<file path="src/rtl/serial_tx_shift_if.sv">
// Producer-side handshake and serial line bundle for serial_tx_shift.
// The producer holds the master modport and the transmitter holds the slave modport.
interface serial_tx_shift_if #(
  parameter int WIDTH = 8
);
  logic [WIDTH-1:0] data_in;
  logic             data_valid;
  logic             ready;
  logic             serial_out;
  logic             busy;
  logic             done;

  modport master (
    output data_in, data_valid,
    input  ready, serial_out, busy, done
  );

  modport slave (
    input  data_in, data_valid,
    output ready, serial_out, busy, done
  );
endinterface

</file>
<file path="src/rtl/serial_tx_shift.sv">
// Parallel-in, serial-out frame transmitter: start bit (0), WIDTH data bits LSB-first, stop bit (1).
// Each bit is held for CLKS_PER_BIT clocks, and every output is registered.
module serial_tx_shift #(
  parameter int WIDTH        = 8,
  parameter int CLKS_PER_BIT = 4
) (
  input  logic            clock,
  input  logic            clear,
  serial_tx_shift_if.slave bus
);
  localparam int CW = (CLKS_PER_BIT > 1) ? $clog2(CLKS_PER_BIT) : 1;
  localparam int BW = (WIDTH > 1) ? $clog2(WIDTH) : 1;
  localparam logic [CW-1:0] CYC_LAST = CW'(CLKS_PER_BIT - 1);
  localparam logic [BW-1:0] BIT_LAST = BW'(WIDTH - 1);

  typedef enum logic [1:0] {IDLE, START, DATA, STOP} state_t;

  state_t           state;
  logic [CW-1:0]    cyc;
  logic [BW-1:0]    bit_cnt;
  logic [WIDTH-1:0] shreg;
  logic             cyc_wrap;

  assign cyc_wrap = (cyc == CYC_LAST);

  always_ff @(posedge clock or posedge clear) begin
    if (clear) begin
      state          <= IDLE;
      cyc            <= '0;
      bit_cnt        <= '0;
      shreg          <= '0;
      bus.ready      <= 1'b1;
      bus.serial_out <= 1'b1;
      bus.busy       <= 1'b0;
      bus.done       <= 1'b0;
    end else begin
      bus.done <= 1'b0;
      // The cycle counter free-runs inside a frame; each wrap closes the current bit.
      if (state == IDLE) cyc <= '0;
      else               cyc <= cyc_wrap ? '0 : cyc + 1'b1;

      case (state)
        IDLE: begin
          if (bus.data_valid && bus.ready) begin
            shreg          <= bus.data_in;
            bit_cnt        <= '0;
            state          <= START;
            bus.serial_out <= 1'b0;
            bus.ready      <= 1'b0;
            bus.busy       <= 1'b1;
          end
        end
        START: begin
          if (cyc_wrap) begin
            state          <= DATA;
            bus.serial_out <= shreg[0];
            shreg          <= shreg >> 1;
          end
        end
        DATA: begin
          if (cyc_wrap) begin
            if (bit_cnt == BIT_LAST) begin
              state          <= STOP;
              bus.serial_out <= 1'b1;
            end else begin
              bit_cnt        <= bit_cnt + 1'b1;
              bus.serial_out <= shreg[0];
              shreg          <= shreg >> 1;
            end
          end
        end
        STOP: begin
          if (cyc_wrap) begin
            state     <= IDLE;
            bit_cnt   <= '0;
            bus.ready <= 1'b1;
            bus.busy  <= 1'b0;
            bus.done  <= 1'b1;
          end
        end
        default: state <= IDLE;
      endcase
    end
  end
endmodule

</file>
<file path="src/flat_wrapper.sv">
// flat-port wrapper written by rule: the top's interface ports become plain ports
module serial_tx_shift_flat 
#(
  parameter int WIDTH        = 8,
  parameter int CLKS_PER_BIT = 4
)
  (clock, clear, bus_data_in, bus_data_valid, bus_ready, bus_serial_out, bus_busy, bus_done);
  serial_tx_shift_if #(.WIDTH(WIDTH)) bus_i ();
  input  logic clock;
  input  logic clear;
  input wire logic [$bits(bus_i.data_in)-1:0] bus_data_in;
  input wire logic [$bits(bus_i.data_valid)-1:0] bus_data_valid;
  output wire logic [$bits(bus_i.ready)-1:0] bus_ready;
  output wire logic [$bits(bus_i.serial_out)-1:0] bus_serial_out;
  output wire logic [$bits(bus_i.busy)-1:0] bus_busy;
  output wire logic [$bits(bus_i.done)-1:0] bus_done;
  assign bus_i.data_in = bus_data_in;
  assign bus_i.data_valid = bus_data_valid;
  assign bus_ready = bus_i.ready;
  assign bus_serial_out = bus_i.serial_out;
  assign bus_busy = bus_i.busy;
  assign bus_done = bus_i.done;
  serial_tx_shift #(.WIDTH(WIDTH), .CLKS_PER_BIT(CLKS_PER_BIT)) u_core (.clock(clock), .clear(clear), .bus(bus_i));
endmodule
</file>
<file path="config.mk">
export PLATFORM = sky130hd
export DESIGN_NAME = serial_tx_shift_flat
export DESIGN_NICKNAME = d
export VERILOG_FILES = /design/src/rtl/serial_tx_shift_if.sv /design/src/rtl/serial_tx_shift.sv /design/src/flat_wrapper.sv
export SDC_FILE = /design/constraint.sdc
export NUM_CORES = 1
export LEC_CHECK = 0
export ABC_CLOCK_PERIOD_IN_PS = 2330
export BUFFER_PORTS_ARGS = -buffer_cell sky130_fd_sc_hd__buf_2
export CORE_MARGIN = 8
export CORE_UTILIZATION = 30
export CTS_BUF_LIST = sky130_fd_sc_hd__clkbuf_4
export CTS_CLUSTER_DIAMETER = 30
export DETAILED_ROUTE_END_ITERATION = 16
export GPL_ROUTABILITY_DRIVEN = 0
export SLEW_MARGIN = 25
export SYNTH_ARGS = -nofsm -noshare
export SYNTH_HDL_FRONTEND = slang
export SYNTH_SLANG_ARGS = --single-unit
</file>
<file path="constraint.sdc">
create_clock -name clock -period 2.33 [get_ports clock]
set_input_delay 0.1165 -clock clock [delete_from_list [all_inputs] [get_ports clock]]
set_output_delay 0.1165 -clock clock [all_outputs]
set_load 0.005 [all_outputs]
</file>
==> summary.txt <==
Floorplanning
  – Die Span Y: 75.3 um
  – Chip width: 75.3 um
  – Ports: 15
  – # rows: 21
  – Initial Util: 0.314
  – Die Area: 5670 um2
  – Core Area: 3360 um2

Routing
  – WL met2: 1030 um
  – Antenna viol nets, final: 0
  – DR pass1 iterations: 2
  – WL met1: 810 um
  – Routed WL: 1940 um
  – Drt via density: 4.56
  – Via count: 679
  – DR top layer: met4
  – WL/cell: 13.0 um
  – Initial DRC Count: 1
  – DRC Markers: 0
  – WL met3: 75 um

Setup path
  – Worst EP required: 2.52 ns
  – RR Startpoint: u_core.bit_cnt[0]
  – Critical path fanouts, max: 8
  – Critical Path Slowest Stage Cell: dfrtp_1
  – Worst reg-to-reg path cell count: 6
  – Crit path capture type: flip-flop
  – Worst R2R Setup Slack: 0.25 ns
  – Critical Path AT: 2.27 ns
  – Setup crit start: u_core.bit_cnt[0]
  – CP endpoint: u_core.shreg[1]
  – Crit Path Class: reg2reg
  – Worst-path cell chain: ha_1 > ha_1 > nand2b_2 > a2111oi_4 > buf_4 > mux2_2
  – Critical Path Start Type: flip-flop
  – Terminus of the critical flop-to-flop path: u_core.shreg[1]
  – Most used cell, CP: ha_1
  – Max stage delay on crit path: 0.41 ns

GRT
  – GRT Util Overall: 0.0794
  – Initial antenna violation count: 0
  – Remaining Overflow, GRT: 0
  – Largest net degree at the start of global routing: 20
  – First-pass GRT wire length: 3540 um
  – Vias in the first global route: 822

STA
  – Fmax: 0.481 GHz
  – Count of final setup violators: 0
  – Fin crit period: 2.08 ns
  – Final period util: 0.892
  – Hold slack: 0.155 ns
  – RSZ-0062 raised after global routing: false
  – Setup TNS: 0 ns
  – Final hold vios: 0
  – Max-slew violation count: 0
  – Slew margin rel.: 0.515
  – Setup Skew: 0.00894 ns
  – Worst-margin pin slew: 0.727 ns

CTS
  – Clock Tree Buf Depth: 2
  – H-tree Lvls: 1
  – Sink Count: 19
  – Clk slew on worst S/H paths: 0.12 ns
  – Post-CTS Setup Inserts: 0
  – CTS Hold Bufs: 1
  – CTS tree: yes
  – CTS Buf Count: 3
  – Post_cts resized: 0
  – Clock root cell: clkbuf_4
  – Worst-Skew Late Latency: 0.30 ns

Synth
  – Synth Register Bits: 19
  – Average size of a mapped cell: 12.4 um2
  – Ys Warns: 0
  – Post-synth net total: 104
  – Library cells used by synthesis: 24
  – Sequential fraction of the synthesis area: 0.453
  – Cells after synthesis: 85
  – Syn Std Cell Area: 1050 um2

Hold path
  – Worst min path class: in2reg
  – Hold Path Stages: 3

Cells and area
  – Synthesis-to-layout area growth: 15.8%
  – Nets: 123
  – Most frequent cells in the layout: mux2_2, dfrtp_1, buf_2
  – Fin cells: 149
  – Ant. Diodes: 0
  – Filler cell count: 362
  – Most common cell after layout, fill and taps aside: mux2_2
  – Share of layout cells above drive strength 1: 0.417
  – Cell area after layout: 1220 um2
  – Core Util, Final: 0.363

Power
  – Internal: 1110 uW
  – Sequential power share: 0.317
  – Peak supply drop: 0.000470 V
  – Power share of the clock group: 0.106
  – Sw power: 640 uW
  – PwrDens: 1430 nW/um2
  – Leakage: 0.000553 uW
  – Comb pwr share: 0.577
  – Sw Ratio: 0.366

Status
  – Outcome: finished clean

Placement
  – I/O Buffers: 14
  – Dpl hpwl: 1510 um
  – Placed Area: 1180 um2
  – Inst Count DP: 144

Flow run
  – Max_cap viols: 0
[worst min path at each step]
| stage | startpoint | to | slack [ns] |
|---|---|---|---|
| after detailed placement | clear | u_core.cyc[0] | 0.28 |
| final | bus_data_in[7] | u_core.shreg[7] | 0.16 |
| after CTS | bus_data_in[7] | u_core.shreg[7] | 0.15 |
| after global routing | bus_data_in[5] | u_core.shreg[5] | 0.17 |
| after global placement | clear | u_core.cyc[1] | 0.27 |
| after floorplan | clear | u_core.bit_cnt[0] | 0.07 |
[flip-flops by register name, indices dropped and copies added, names as in the netlist]
signal / cells
u_core.bus.ready: 1
u_core.shreg: 8
u_core.bit_cnt: 3
u_core.cyc: 2
u_core.state: 2
u_core.bus.serial_out: 1
u_core.bus.busy: 1
u_core.bus.done: 1
[final cells by class]
cell class | count | area [um2] | area share
multi-input combinational | 56 | 538 | 0.441
sequential | 19 | 478 | 0.391
timing repair buffer | 16 | 87.6 | 0.0717
tap | 46 | 57.6 | 0.0471
clock buffer | 4 | 30.0 | 0.0246
inverter | 8 | 30.0 | 0.0246
[cells by family after synthesis]
| group | synth area share |
|---|---|
| flops | 0.453 |
| buf+inv | 0.0368 |
| fa+ha+maj | 0.0949 |
| compound gates | 0.117 |
| mux | 0.221 |
| simple gates | 0.0771 |
[cells in the mapped netlist]
cell	number	area share
dfrtp_1	17	0.40
inv_1	8	0.028
mux2_2	18	0.19
mux2i_1	3	0.028
a2111oi_0	1	0.0083
and2b_1	1	0.0071
a2111oi_4	2	0.052
buf_2	1	0.0047
and2_1	1	0.0059
a21boi_0	1	0.0071
a21boi_2	1	0.011
nand2_1	4	0.014
o21ai_0	3	0.014
or3_1	1	0.0059
a31oi_1	1	0.0059
nand2b_2	1	0.0083
ha_1	8	0.095
a221o_1	1	0.0095
buf_1	1	0.0036
nor2b_1	4	0.024
a21oi_1	2	0.0095
nor2_1	2	0.0071
dfstp_2	2	0.050
nor3_1	1	0.0047
[stage by stage]
stage / power [uW] / setup slack (ns)
floorplan: 1370 / 0.298
global placement: 1540 / 0.324
detailed placement: 1590 / 0.258
CTS: 1780 / 0.228
global route: 1890 / 0.130
finish: 1750 / 0.252
[worst max-delay path: cells and delay by family (launching register included)]
family	cells	cell delay, ns
DFF	1	0.41
and+or+nand+nor	1	0.23
muxes	1	0.34
adders and majority gates	2	0.41
buffers and inverters	1	0.22
AOI/OAI and AO/OA	1	0.35
[layer usage]
layer  vias to the layer above  GRT usage
li1                        330          -
met1                       335     0.0774
met2                        10      0.151
met3                         4     0.0250
met4                         0     0.0299
met5                         -          0
[power groups by stage]
stage	Sequential, uW	Clock, uW	Combinational (uW)
finish	555	185	1010
global route	578	201	1110
CTS	557	190	1030
detailed placement	565	0	1020
global placement	554	0	982
floorplan	543	0	827
Note: power is estimated with default switching activity, not from simulation.
